File: config.mk
export PLATFORM = sky130hd
export DESIGN_NAME = load_store_unit
export DESIGN_NICKNAME = d
export VERILOG_FILES = /design/src/rtl/lsu_pkg.sv /design/src/rtl/lsu_align.sv /design/src/rtl/load_store_unit.sv
export SDC_FILE = /design/constraint.sdc
export NUM_CORES = 1
export LEC_CHECK = 0
export ABC_AREA = 1
export CORE_ASPECT_RATIO = 1.4
export CORE_MARGIN = 10
export CORE_UTILIZATION = 50
export DETAILED_ROUTE_END_ITERATION = 8
export GPL_ROUTABILITY_DRIVEN = 0
export PLACE_DENSITY = 0.89
export SYNTH_ARGS = -nofsm -noshare
export SYNTH_HDL_FRONTEND = slang
export SYNTH_SLANG_ARGS = --single-unit
export TNS_END_PERCENT = 30
File: constraint.sdc
create_clock -name clk -period 4.35 [get_ports clk]
set_input_delay 0.6525 -clock clk [delete_from_list [all_inputs] [get_ports clk]]
set_output_delay 0.6525 -clock clk [all_outputs]
set_load 0.05 [all_outputs]
File: src/rtl/lsu_pkg.sv
`default_nettype none
// ============================================================================
// Module      : lsu_pkg
// Description : Shared constants, state type and access legality helper
//               for the load/store unit.
// Revision    : 1.0 - initial release
// ============================================================================
package lsu_pkg;

  // RV32 width/sign codes carried in funct3
  localparam logic [2:0] F3_B  = 3'd0;
  localparam logic [2:0] F3_H  = 3'd1;
  localparam logic [2:0] F3_W  = 3'd2;
  localparam logic [2:0] F3_BU = 3'd4;
  localparam logic [2:0] F3_HU = 3'd5;

  // Completion codes reported on resp_err
  localparam logic [1:0] ERR_OK      = 2'd0;
  localparam logic [1:0] ERR_ALIGN   = 2'd1;
  localparam logic [1:0] ERR_TIMEOUT = 2'd2;

  typedef enum logic [1:0] {
    S_IDLE = 2'd0,
    S_REQ  = 2'd1,
    S_RESP = 2'd2
  } lsu_state_t;

  // True when the access is misaligned for its width or uses a funct3
  // that is not defined for its direction (unsigned stores, codes 3/6/7).
  function automatic logic access_bad(input logic       is_store,
                                      input logic [2:0] f3,
                                      input logic [1:0] off);
    logic bad;
    bad = 1'b1;
    case (f3)
      F3_B:    bad = 1'b0;
      F3_BU:   bad = is_store;
      F3_H:    bad = off[0];
      F3_HU:   bad = is_store | off[0];
      F3_W:    bad = (off != 2'b00);
      default: bad = 1'b1;
    endcase
    return bad;
  endfunction

endpackage : lsu_pkg
`default_nettype wire

File: src/rtl/lsu_align.sv
`default_nettype none
// ============================================================================
// Module      : lsu_align
// Description : Combinational lane formatter. In store mode it replicates
//               the right-justified data across the byte lanes and builds
//               the byte-write mask; in load mode it picks the addressed
//               lane and sign/zero-extends it, reporting the lanes read.
// Revision    : 1.0 - initial release
// ============================================================================
module lsu_align
  import lsu_pkg::*;
(
  input  logic        is_store_i,
  input  logic [2:0]  funct3_i,
  input  logic [1:0]  offset_i,
  input  logic [31:0] data_i,
  output logic [31:0] data_o,
  output logic [3:0]  we_o
);

  logic [7:0]  w_byte;
  logic [15:0] w_half;

  // Lane selection and per-width formatting for either direction
  always_comb begin
    case (offset_i)
      2'd0:    w_byte = data_i[7:0];
      2'd1:    w_byte = data_i[15:8];
      2'd2:    w_byte = data_i[23:16];
      default: w_byte = data_i[31:24];
    endcase
    w_half = offset_i[1] ? data_i[31:16] : data_i[15:0];
    data_o = 32'h0;
    we_o   = 4'h0;
    if (is_store_i) begin
      case (funct3_i)
        F3_B: begin
          data_o = {4{data_i[7:0]}};
          we_o   = 4'b0001 << offset_i;
        end
        F3_H: begin
          data_o = {2{data_i[15:0]}};
          we_o   = 4'b0011 << offset_i;
        end
        F3_W: begin
          data_o = data_i;
          we_o   = 4'hF;
        end
        default: ;
      endcase
    end else begin
      case (funct3_i)
        F3_B: begin
          data_o = {{24{w_byte[7]}}, w_byte};
          we_o   = 4'b0001 << offset_i;
        end
        F3_BU: begin
          data_o = {24'h0, w_byte};
          we_o   = 4'b0001 << offset_i;
        end
        F3_H: begin
          data_o = {{16{w_half[15]}}, w_half};
          we_o   = 4'b0011 << offset_i;
        end
        F3_HU: begin
          data_o = {16'h0, w_half};
          we_o   = 4'b0011 << offset_i;
        end
        F3_W: begin
          data_o = data_i;
          we_o   = 4'hF;
        end
        default: ;
      endcase
    end
  end

endmodule : lsu_align
`default_nettype wire

File: src/rtl/load_store_unit.sv
`default_nettype none
// ============================================================================
// Module      : load_store_unit
// Description : Data-side access stage. Accepts one load/store at a time,
//               issues an aligned word request with byte enables to the IO
//               fabric, and returns extended load data or an error code.
// Revision    : 1.0 - initial release
// ============================================================================
module load_store_unit
  import lsu_pkg::*;
#(
  parameter int unsigned TIMEOUT_CYCLES = 255
) (
  input  logic        clk,
  input  logic        rst_n,
  input  logic        req_valid,
  output logic        req_ready,
  input  logic        req_is_store,
  input  logic [2:0]  req_funct3,
  input  logic [31:0] req_addr,
  input  logic [31:0] req_wdata,
  output logic        resp_valid,
  output logic [31:0] resp_rdata,
  output logic [1:0]  resp_err,
  output logic        mem_isRequest,
  output logic [31:0] mem_addr,
  output logic [3:0]  mem_we,
  output logic [31:0] mem_din,
  input  logic [31:0] mem_dout,
  input  logic        mem_requestDone,
  input  logic        mem_readValid
);

  localparam int unsigned CNT_W = $clog2(TIMEOUT_CYCLES + 1);
  // Last count value spent in REQ before the access is abandoned
  localparam logic [CNT_W-1:0] C_CNT_LAST = CNT_W'(TIMEOUT_CYCLES - 1);

  lsu_state_t       state_q;
  logic [CNT_W-1:0] cnt_q;
  logic             st_q;
  logic [2:0]       f3_q;
  logic [1:0]       off_q;

  logic             req_ready_q;
  logic             resp_valid_q;
  logic [31:0]      resp_rdata_q;
  logic [1:0]       resp_err_q;
  logic             mem_isRequest_q;
  logic [31:0]      mem_addr_q;
  logic [3:0]       mem_we_q;
  logic [31:0]      mem_din_q;

  logic [31:0]      w_st_data;
  logic [3:0]       w_st_we;
  logic [31:0]      w_ld_data;
  logic [3:0]       w_ld_lanes;
  logic             w_bad;
  logic [31:0]      w_rdata_d;

  // Store formatting straight from the incoming request fields
  lsu_align u_align_st (
    .is_store_i (1'b1),
    .funct3_i   (req_funct3),
    .offset_i   (req_addr[1:0]),
    .data_i     (req_wdata),
    .data_o     (w_st_data),
    .we_o       (w_st_we)
  );

  // Load extraction from the fabric data using the latched access fields
  lsu_align u_align_ld (
    .is_store_i (1'b0),
    .funct3_i   (f3_q),
    .offset_i   (off_q),
    .data_i     (mem_dout),
    .data_o     (w_ld_data),
    .we_o       (w_ld_lanes)
  );

  assign w_bad = access_bad(req_is_store, req_funct3, req_addr[1:0]);
  // Stores and loads without valid read data return zero
  assign w_rdata_d = (!st_q && mem_readValid && (w_ld_lanes != 4'h0)) ? w_ld_data : 32'h0;

  // Access sequencer with registered outputs and the request timeout counter
  always_ff @(posedge clk or negedge rst_n) begin
    if (!rst_n) begin
      state_q         <= S_IDLE;
      cnt_q           <= '0;
      st_q            <= 1'b0;
      f3_q            <= 3'd0;
      off_q           <= 2'd0;
      req_ready_q     <= 1'b1;
      resp_valid_q    <= 1'b0;
      resp_rdata_q    <= 32'h0;
      resp_err_q      <= ERR_OK;
      mem_isRequest_q <= 1'b0;
      mem_addr_q      <= 32'h0;
      mem_we_q        <= 4'h0;
      mem_din_q       <= 32'h0;
    end else begin
      resp_valid_q <= 1'b0;
      case (state_q)
        S_IDLE: begin
          if (req_valid) begin
            st_q        <= req_is_store;
            f3_q        <= req_funct3;
            off_q       <= req_addr[1:0];
            mem_addr_q  <= {req_addr[31:2], 2'b00};
            req_ready_q <= 1'b0;
            if (w_bad) begin
              state_q      <= S_RESP;
              resp_valid_q <= 1'b1;
              resp_err_q   <= ERR_ALIGN;
              resp_rdata_q <= 32'h0;
              mem_we_q     <= 4'h0;
              mem_din_q    <= 32'h0;
            end else begin
              state_q         <= S_REQ;
              cnt_q           <= '0;
              mem_isRequest_q <= 1'b1;
              mem_we_q        <= req_is_store ? w_st_we : 4'h0;
              mem_din_q       <= req_is_store ? w_st_data : 32'h0;
            end
          end
        end
        S_REQ: begin
          // A completion in the expiry cycle still wins over the timeout
          if (mem_requestDone) begin
            state_q         <= S_RESP;
            mem_isRequest_q <= 1'b0;
            resp_valid_q    <= 1'b1;
            resp_err_q      <= ERR_OK;
            resp_rdata_q    <= w_rdata_d;
          end else if (cnt_q == C_CNT_LAST) begin
            state_q         <= S_RESP;
            mem_isRequest_q <= 1'b0;
            resp_valid_q    <= 1'b1;
            resp_err_q      <= ERR_TIMEOUT;
            resp_rdata_q    <= 32'h0;
          end else begin
            cnt_q <= cnt_q + 1'b1;
          end
        end
        S_RESP: begin
          state_q     <= S_IDLE;
          req_ready_q <= 1'b1;
        end
        default: begin
          state_q     <= S_IDLE;
          req_ready_q <= 1'b1;
        end
      endcase
    end
  end

  assign req_ready     = req_ready_q;
  assign resp_valid    = resp_valid_q;
  assign resp_rdata    = resp_rdata_q;
  assign resp_err      = resp_err_q;
  assign mem_isRequest = mem_isRequest_q;
  assign mem_addr      = mem_addr_q;
  assign mem_we        = mem_we_q;
  assign mem_din       = mem_din_q;

endmodule : load_store_unit
`default_nettype wire

# Yosys cells after proc, flatten, opt, wreduce, memory -nomap -nowiden
# Cells that the tools add are included.
# totals
romBits	0
input_bits	105
memories	0
elab_cells	99
register_bits	119
ram_bits	0
latchBits	0
output_inout_bits	105
# classes
div	0
magnitude_cmp	0
muxes	43
n_addsub	1
bitwise	2
mul	0
shifts	4
eq_ne	18
reduce_logical	18
# op_table
cell	count
$mux W32	7
$pmux W32 S5	1
$pmux W32 S3	1
$pmux W32 S2	1
$mux W8	4
$pmux W4 S3	2
$pmux W8 S3	1
$mux W16	1
$pmux W8 S2	1
$mux W2	7
$eq A3 B3 Y1 const B	4
$ne A2 B2 Y1 const B	5
$mux W1	9
$add A8 B1 Y8 const B	1
$eq A8 B8 Y1 const B	1
$mux W4	2
$pmux W2 S2	2
$reduce_and A4 Y1	2
$shl A1 B2 Y4 const A	2
$shl A2 B2 Y4 const A	2
$eq A3 B1 Y1 const B	2
$eq A3 B2 Y1 const B	2
$logic_not A3 Y1	2
$pmux W1 S2	3
14 further kinds	21

# Logic depth before layout (Yosys ltp)
# Gate-level depths: netlist of run 1.
# depth
word_depth	8
mapped_depth	10
depth_no_buf	9

# Hierarchy
# Synthesis of run 1 repeated with hierarchy kept, for this count alone.
# hier_totals
cells_unflattened	1357
area_unflattened_um2	8637.0
# by_module_without_submodules
module	area_per_inst_um2	instances	cells_each	seq_area_each_um2
load_store_unit	5073.6	1	563	2979.1
lsu_align	1781.7	2	397	0.0

# Worst setup path after synthesis of run 1
# Ideal clock, no wire load.
# synth_path
path_kind	input to register
start	in req_addr[1]
end	reg mem_din_q[25] (netlist: mem_din[25])
setup_time_ns	0.066
stages	8
arrival_time_ns	1.465
required_ns	4.284
slack_ns	2.819
n_path_buf	1
path_cell_list	nor2_1 nand2_1 nand2_2 nand4_4 inv_6 buf_12 nand2_2 nand2_1
# synth_between
elab_chain_cells	3
# synth_lines
element	line_no	source
start: declaration	load_store_unit.sv:20	input logic [31:0] req_addr,
$reduce_bool A2 Y1	lsu_pkg.sv:40	F3_W: bad = (off != 2'b00);
$pmux W1 S5	lsu_pkg.sv:35	case (f3)
$mux W32	load_store_unit.sv:110	if (w_bad) begin
end signal: assignment	load_store_unit.sv:122	mem_din_q <= req_is_store ? w_st_data : 32'h0;
end: declaration	load_store_unit.sv:51	logic [31:0] mem_din_q;
# No other way between the ends.
# A chain may end at the register's enable or synchronous reset.

# Worst setup path in the final report of run 1
# layout_path
start	reg off_q[1]
end	reg resp_rdata_q[20] (netlist: resp_rdata[20])
# layout_between
elab_chain_cells	7
elab_cells_between_ends	14
classes_between	2 x eq/ne; 2 x shift; 7 x mux; 3 x reduce/logical
# layout_lines
element	line_no	source
start: declaration	load_store_unit.sv:42	logic [1:0] off_q;
start signal: assignment	load_store_unit.sv:107	off_q <= req_addr[1:0];
$shl A2 B2 Y4 or $shl A1 B2 Y4 (tied branches)	n/a	
$pmux W4 S3	lsu_align.sv:52	case (funct3_i)
$reduce_bool A4 Y1	load_store_unit.sv:82	assign w_rdata_d = (!st_q && mem_readValid && (w_ld_lanes != 4'h0)) ? w_ld_data : 32'h0;
$logic_and A1 B1 Y1	load_store_unit.sv:82	
$mux W32 *	load_store_unit.sv:82	
$mux W32 *	load_store_unit.sv:128	if (mem_requestDone) begin
$pmux W32 S2 *	load_store_unit.sv:102	case (state_q)
end signal: assignment	load_store_unit.sv:133	resp_rdata_q <= w_rdata_d;
end: declaration	load_store_unit.sv:46	logic [31:0] resp_rdata_q;
# Every way passes the cells marked *; elsewhere a longest branch is shown, timed or not.

==> results of run 1 <==
## cells by family (layout without fill, tap and decap cells)
group,after synthesis,after routing,share of synthesized area [%]
AND/OR/NAND/NOR,629,629,40.9
adder cells (fa/ha/maj),2,2,0.390
buffers and inverters,106,310,7.76
AO/OA/AOI/OAI,49,49,4.04
flip-flops,119,119,46.4
other,1,2,0.0584
XOR/XNOR,3,3,0.410
## metrics by stage
step | cell area, sq um | hold WS (ns) | setup slack, ns | total power [W] | utilization, %
after floorplan | 6420 | 0.357 | 2.82 | 0.00253 | -
after global placement | 8480 | 0.461 | 1.78 | 0.00309 | 68.2
after detailed placement | 8480 | 0.464 | 1.76 | 0.00312 | 68.2
after CTS | 9070 | 0.366 | 1.75 | 0.00454 | 73.0
after global routing | 9070 | 0.380 | 1.40 | 0.00474 | 73.0
final | 9070 | 0.321 | 1.72 | 0.00452 | 73.0
## routing by layer
layer  share of wire (%)  up-vias  global-route usage (%)  wire, um
met2                  48      330                    37.3      9970
met1                  38     2988                    26.4      7740
met5                   0        -                       0         0
li1                    -     3181                       -         -
met3                 9.8       53                    7.79      2020
met4                 4.1        0                    11.6       846
## Yosys cell counts (5+ instances only)
cell type    n  area (sq um)
inv_1       60           225
nand2_2     18           113
clkbuf_1     8          30.0
nor2_1      52           195
nand2_1    461          1730
o21ai_0     32           160
buf_2       18          90.1
a21oi_1     11          55.1
nor2_2       5          31.3
dfrtp_1    118          2950
inv_2        6          22.5
nand3_1     79           395
## worst min-delay path by stage
stage | start | to | slack, ns | cells past startpoint
2_1_floorplan | rst_n | cnt_q[0]$_DFFE_PN0P_ | 0.36 | 0
3_3_place_gp | mem_addr[22]$_DFFE_PN0P_ | mem_addr[22]$_DFFE_PN0P_ | 0.46 | 2
3_5_place_dp | mem_addr[29]$_DFFE_PN0P_ | mem_addr[29]$_DFFE_PN0P_ | 0.46 | 2
4_1_cts | rst_n | mem_din[22]$_DFFE_PN0P_ | 0.37 | 1
5_1_grt | rst_n | mem_din[22]$_DFFE_PN0P_ | 0.38 | 1
6_report | rst_n | mem_din[22]$_DFFE_PN0P_ | 0.32 | 1
## cells in the final DEF, fill, tap and decap left out, types with 2 or more instances in the layout
master and instances:
a21oi_1 11, buf_4 3, bufinv_16 2, clkbuf_16 17, clkdlybuf4s50_1 206, clkinv_4 6
clkinvlp_4 2, conb_1 2, dfrtp_1 118, ha_1 2, inv_1 60, inv_2 6
inv_6 4, nand2_1 460, nand2_2 19, nand2_4 2, nand3_1 79, nand3_2 2
nand4_1 3, nand4_4 2, nor2_1 52, nor2_2 5, nor2_4 2, o211ai_1 2
o21ai_0 32, o21bai_1 2, xor2_1 2
## layout make-up
class,instances,area share (%)
clock buffers,17,4.69
clock inverters,15,1.88
inverters,68,2.87
multi-input cells,685,32.5
flip-flops and latches,119,32.8
well taps,150,2.07
repair buffers,210,23.2
## worst max-delay path: cells and delay by family (launching register included)
family,cells,cell delay [ns]
buffers and inverters,1,0.50
flip-flops,1,0.77
AND/OR/NAND/NOR,8,1.25
## registers in the layout, summed over array words and instances (netlist names)
name	cells
off_q	2
mem_isRequest	1
req_ready	1
resp_valid	1
resp_rdata	32
cnt_q	8
mem_we	4
mem_addr	30
state_q	2
f3_q	3
resp_err	2
mem_din	32
st_q	1
## power groups by stage
stage | Combinational (W) | Sequential (W) | Clock [W]
2_1_floorplan | 0.000635 | 0.00190 | 0
3_3_place_gp | 0.00167 | 0.00142 | 0
3_5_place_dp | 0.00169 | 0.00142 | 0
4_1_cts | 0.00170 | 0.00141 | 0.00143
5_1_grt | 0.00183 | 0.00143 | 0.00148
6_report | 0.00169 | 0.00141 | 0.00141
==> impl_metrics.ini, run 1 <==
[logic_synthesis]
synth-async-reset-ratio_pct = 100
ys_seq_area_share_pct = 46.4
ys_warn_count = 0
synth_edf_count = 0
yosysUniqueCellTypes = 36
netlist_area_sq_um = 6420
post_synth.cell_area_avg_sq_um = 7.06
netlist_instances = 909
ys_ff_latch = 119
synth_ff_type = dfrtp_1

[timing]
period_minus_slack_ns = 2.63
fin_crit_sh_pct = 60.5
clock_skew_ns = 0.00873
fmax_mhz = 380
rsz0062_at_grt = false
max_slew_margin_pct = 44.3
finalHoldViolations = 0
worstMarginPinSlew_ns = 0.835
finalSetupTns_ns = 0
setup_viol = 0
maxSlewViolCount = 0

[power]
ir_drop_v = 0.000488
leakagePower_nw = 4.75
p_comb_share_pct = 37.5
p_switching_w = 0.00184
seq_power_share_pct = 31.2
clock_power_share_pct = 31.3
p_int_w = 0.00268
pwr_density_cell_nw_per_um2 = 498
switching_share_pct = 40.7

[grt]
grt_pass1_vias = 6376
grt_first_pass_wirelength_um = 32700
antenna_found_initial = 0
grt_max_degree = 75
grt_usage_pct = 23.1
overflow = 0

[outcome]
run_status = completed

[die]
rows = 48
initial_core_util_pct = 51.6
die_h_um = 154
chipWidth_um = 116
core_sq_um = 12400
ios = 210
die_area_sq_um = 17800

[detailed_routing]
drt_wl_total_um = 20600
wl_per_cell_um = 16.3
dr.pass1.iters = 5
ant_nets = 0
detail_route.iter0.violations = 414
drc_errors = 0
via_per_inst = 5.18
via_count = 6552

[clock_network]
postCtsSetupBuffers = 0
cts_tree = built
cts_buffer_depth = 2
numClockSinks = 119
cts-buffers-inserted = 17
path_clk_slew_ns = 0.06
ctsHoldBuffers = 0
cts_root_buf = clkbuf_16
insertion_delay_ns = 0.41
htreeDepth = 4
cts-resized-gates = 0

[min_path]
hold_path_class = in -> async

[final_layout]
area_growth_pct = 41.4
multi_input_area_sq_um = 2950
regArea_sq_um = 2980
nets = 1208
fill_cells = 935
fin_cells = 1264
drive_gt1_share_pct = 7.09
antennaDiodeCount = 0

[critical_path]
crit_start = off_q[1]$_DFFE_PN0P_
worst-r2r-setup-slack_ns = 1.72
crit_arrival_ns = 2.93
critPathMaxFanout = 24
worstPathRequired_ns = 4.65
max_stage_delay_ns = 0.77
r2r-end = resp_rdata[20]$_DFFE_PN0P_
cp-start-kind = register
crit_type = reg -> reg
crit_slowest_cell = dfrtp_1
cp-endpoint = resp_rdata[20]$_DFFE_PN0P_
cp_cell_sequence = inv_1 > nand2_1 > nand2_1 > nand2_1 > nand2_1 > nand2_1 > nand2_1 > nand2_1 > nand2_1
reg2regPathDepth = 9
critPathMostFrequentCell = nand2_1
end_kind = register
worstReg2RegStart = off_q[1]$_DFFE_PN0P_

[place]
dpl.cell_count = 1232
hpwl_um = 14700
portBuffers = 207

[flow_run]
max_cap_viol_count = 0
Note: power is estimated with default switching activity, not from simulation.
==> run 2: changes to the inputs <==
--- a/config.mk
+++ b/config.mk
@@ -8,10 +8,10 @@
 export ABC_AREA = 1
 export CORE_ASPECT_RATIO = 1.4
 export CORE_MARGIN = 10
-export CORE_UTILIZATION = 50
+export CORE_UTILIZATION = 47
 export DETAILED_ROUTE_END_ITERATION = 8
 export GPL_ROUTABILITY_DRIVEN = 0
-export PLACE_DENSITY = 0.89
+export PLACE_DENSITY = 0.85
 export SYNTH_ARGS = -nofsm -noshare
 export SYNTH_HDL_FRONTEND = slang
 export SYNTH_SLANG_ARGS = --single-unit
==> constraint.sdc (replaced) <==
create_clock -name clk -period 2.43 [get_ports clk]
set_input_delay 0.3645 -clock clk [delete_from_list [all_inputs] [get_ports clk]]
set_output_delay 0.3645 -clock clk [all_outputs]
set_load 0.05 [all_outputs]
==> run 2 against run 1 <==
  * Final area is 1.4% higher
  * Sequential power is 78% higher
  * Utilization is 4.3 points lower
  * Largest power group unchanged
==> impl_metrics.ini, run 2 (synthesis results as in run 1) <==
[outcome]
run_status = completed

[power]
leakagePower_nw = 4.81
pwr_density_cell_nw_per_um2 = 885
finalPower_w = 0.00814
ir_drop_v = 0.000521

[place]
dp_worst_setup_slack_ns = 0.280
dpl_cell_area_sq_um = 8600
portBuffers = 207
hpwl_um = 15000

[clock_network]
htreeDepth = 4
cts-resized-gates = 0
insertion_delay_ns = 0.41
cts-buffers-inserted = 17
cts_root_buf = clkbuf_16
cts_buffer_depth = 2
ctsHoldBuffers = 1
postCtsSetupBuffers = 0
path_clk_slew_ns = 0.06
numClockSinks = 119
cts_tree = built

[final_layout]
layout_commonest_cell = nand2_1
fill_cells = 1121
drive_gt1_share_pct = 7.99
antennaDiodeCount = 0
final_area_sq_um = 9200
area_growth_pct = 43.4
final_cell_mix = nand2_1 (460), clkdlybuf4s50_1 (206), dfrtp_1 (118), nand3_1 (79), inv_1 (60)
nets = 1220

[critical_path]
crit_slowest_cell = clkdlybuf4s50_1
critPathMaxFanout = 2
crit_buf_inv = 1
crit_family = buffers and inverters
crit_type = reg -> out
max_stage_delay_ns = 0.84
crit_arrival_ns = 1.77
cp_cell_sequence = clkdlybuf4s50_1
worstPathRequired_ns = 2.07
cp-start-kind = register
end_kind = output port

[timing]
rsz0062_at_grt = false
layout_setup_ws_ns = 0.294
fmax_mhz = 468
finalHoldViolations = 0
setup_viol = 0
maxSlewViolCount = 0
period_minus_slack_ns = 2.14
max_slew_margin_pct = 50.3
worstMarginPinSlew_ns = 0.743
fin_crit_sh_pct = 87.9
finalSetupTns_ns = 0
clock_skew_ns = 0.0129

[detailed_routing]
via_count = 6553
wl_per_cell_um = 15.6
ant_nets = 0
drc_errors = 0
dr.pass1.iters = 5
via_per_inst = 5.01
drt_wl_total_um = 20400
detail_route.iter0.violations = 439

[die]
ios = 210
rows = 50
chipWidth_um = 119
die_h_um = 158
core_sq_um = 13400
initial_core_util_pct = 47.9
die_area_sq_um = 18800

[min_path]
hold_path_class = in -> async

[grt]
grt_pass1_vias = 6563
grt_first_pass_wirelength_um = 32500
grt_usage_pct = 21.3
antenna_found_initial = 0
overflow = 0
grt_max_degree = 53

[flow_run]
max_cap_viol_count = 0
==> run 2: final timing paths <==
path,start,to,slack [ns],cells past startpoint
setup / recovery,req_ready$_DFFE_PN1P_,req_ready,0.29,1
hold / removal,rst_n,cnt_q[1]$_DFFE_PN0P_,0.48,2
setup reg to reg,cnt_q[0]$_DFFE_PN0P_,resp_rdata[0]$_DFFE_PN0P_,0.53,9
hold reg to reg,mem_addr[12]$_DFFE_PN0P_,mem_addr[12]$_DFFE_PN0P_,0.48,2
max in group asynchronous,rst_n,req_ready$_DFFE_PN1P_,1.23,3
min in group clk,mem_addr[12]$_DFFE_PN0P_,mem_addr[12]$_DFFE_PN0P_,0.48,2
==> run 2: stage by stage <==
step | util [%] | hold WS (ns) | cells
2_1_floorplan | - | 0.0689 | 910
3_3_place_gp | 64.2 | 0.383 | 1275
3_5_place_dp | 64.2 | 0.380 | 1275
4_1_cts | 68.7 | 0.476 | 1308
5_1_grt | 68.7 | 0.481 | 1308
6_report | 68.7 | 0.478 | 1308
==> run 2: report_power, final <==
group / switching, W / internal, W / total [W]
logic: 0.00209 / 0.00101 / 0.00310
clock network: 0.000995 / 0.00153 / 0.00253
registers: 0.000222 / 0.00229 / 0.00251
==> run 2: cell type report <==
type | count | area [sq um] | area share, %
sequential | 119 | 2980 | 32.4
inverter | 68 | 260 | 2.83
clock buffer | 17 | 425 | 4.62
multi-input combinational | 685 | 2950 | 32.0
timing repair buffer | 222 | 2200 | 23.9
tap | 182 | 228 | 2.48
clock inverter | 15 | 165 | 1.80
==> run 2: per-layer routing <==
layer	track usage [%]	vias up	wire, um
li1	-	3200	-
met1	23.5	3023	7910
met2	35.7	287	9870
met3	8.31	43	1910
met4	9.80	0	683
met5	0	-	0
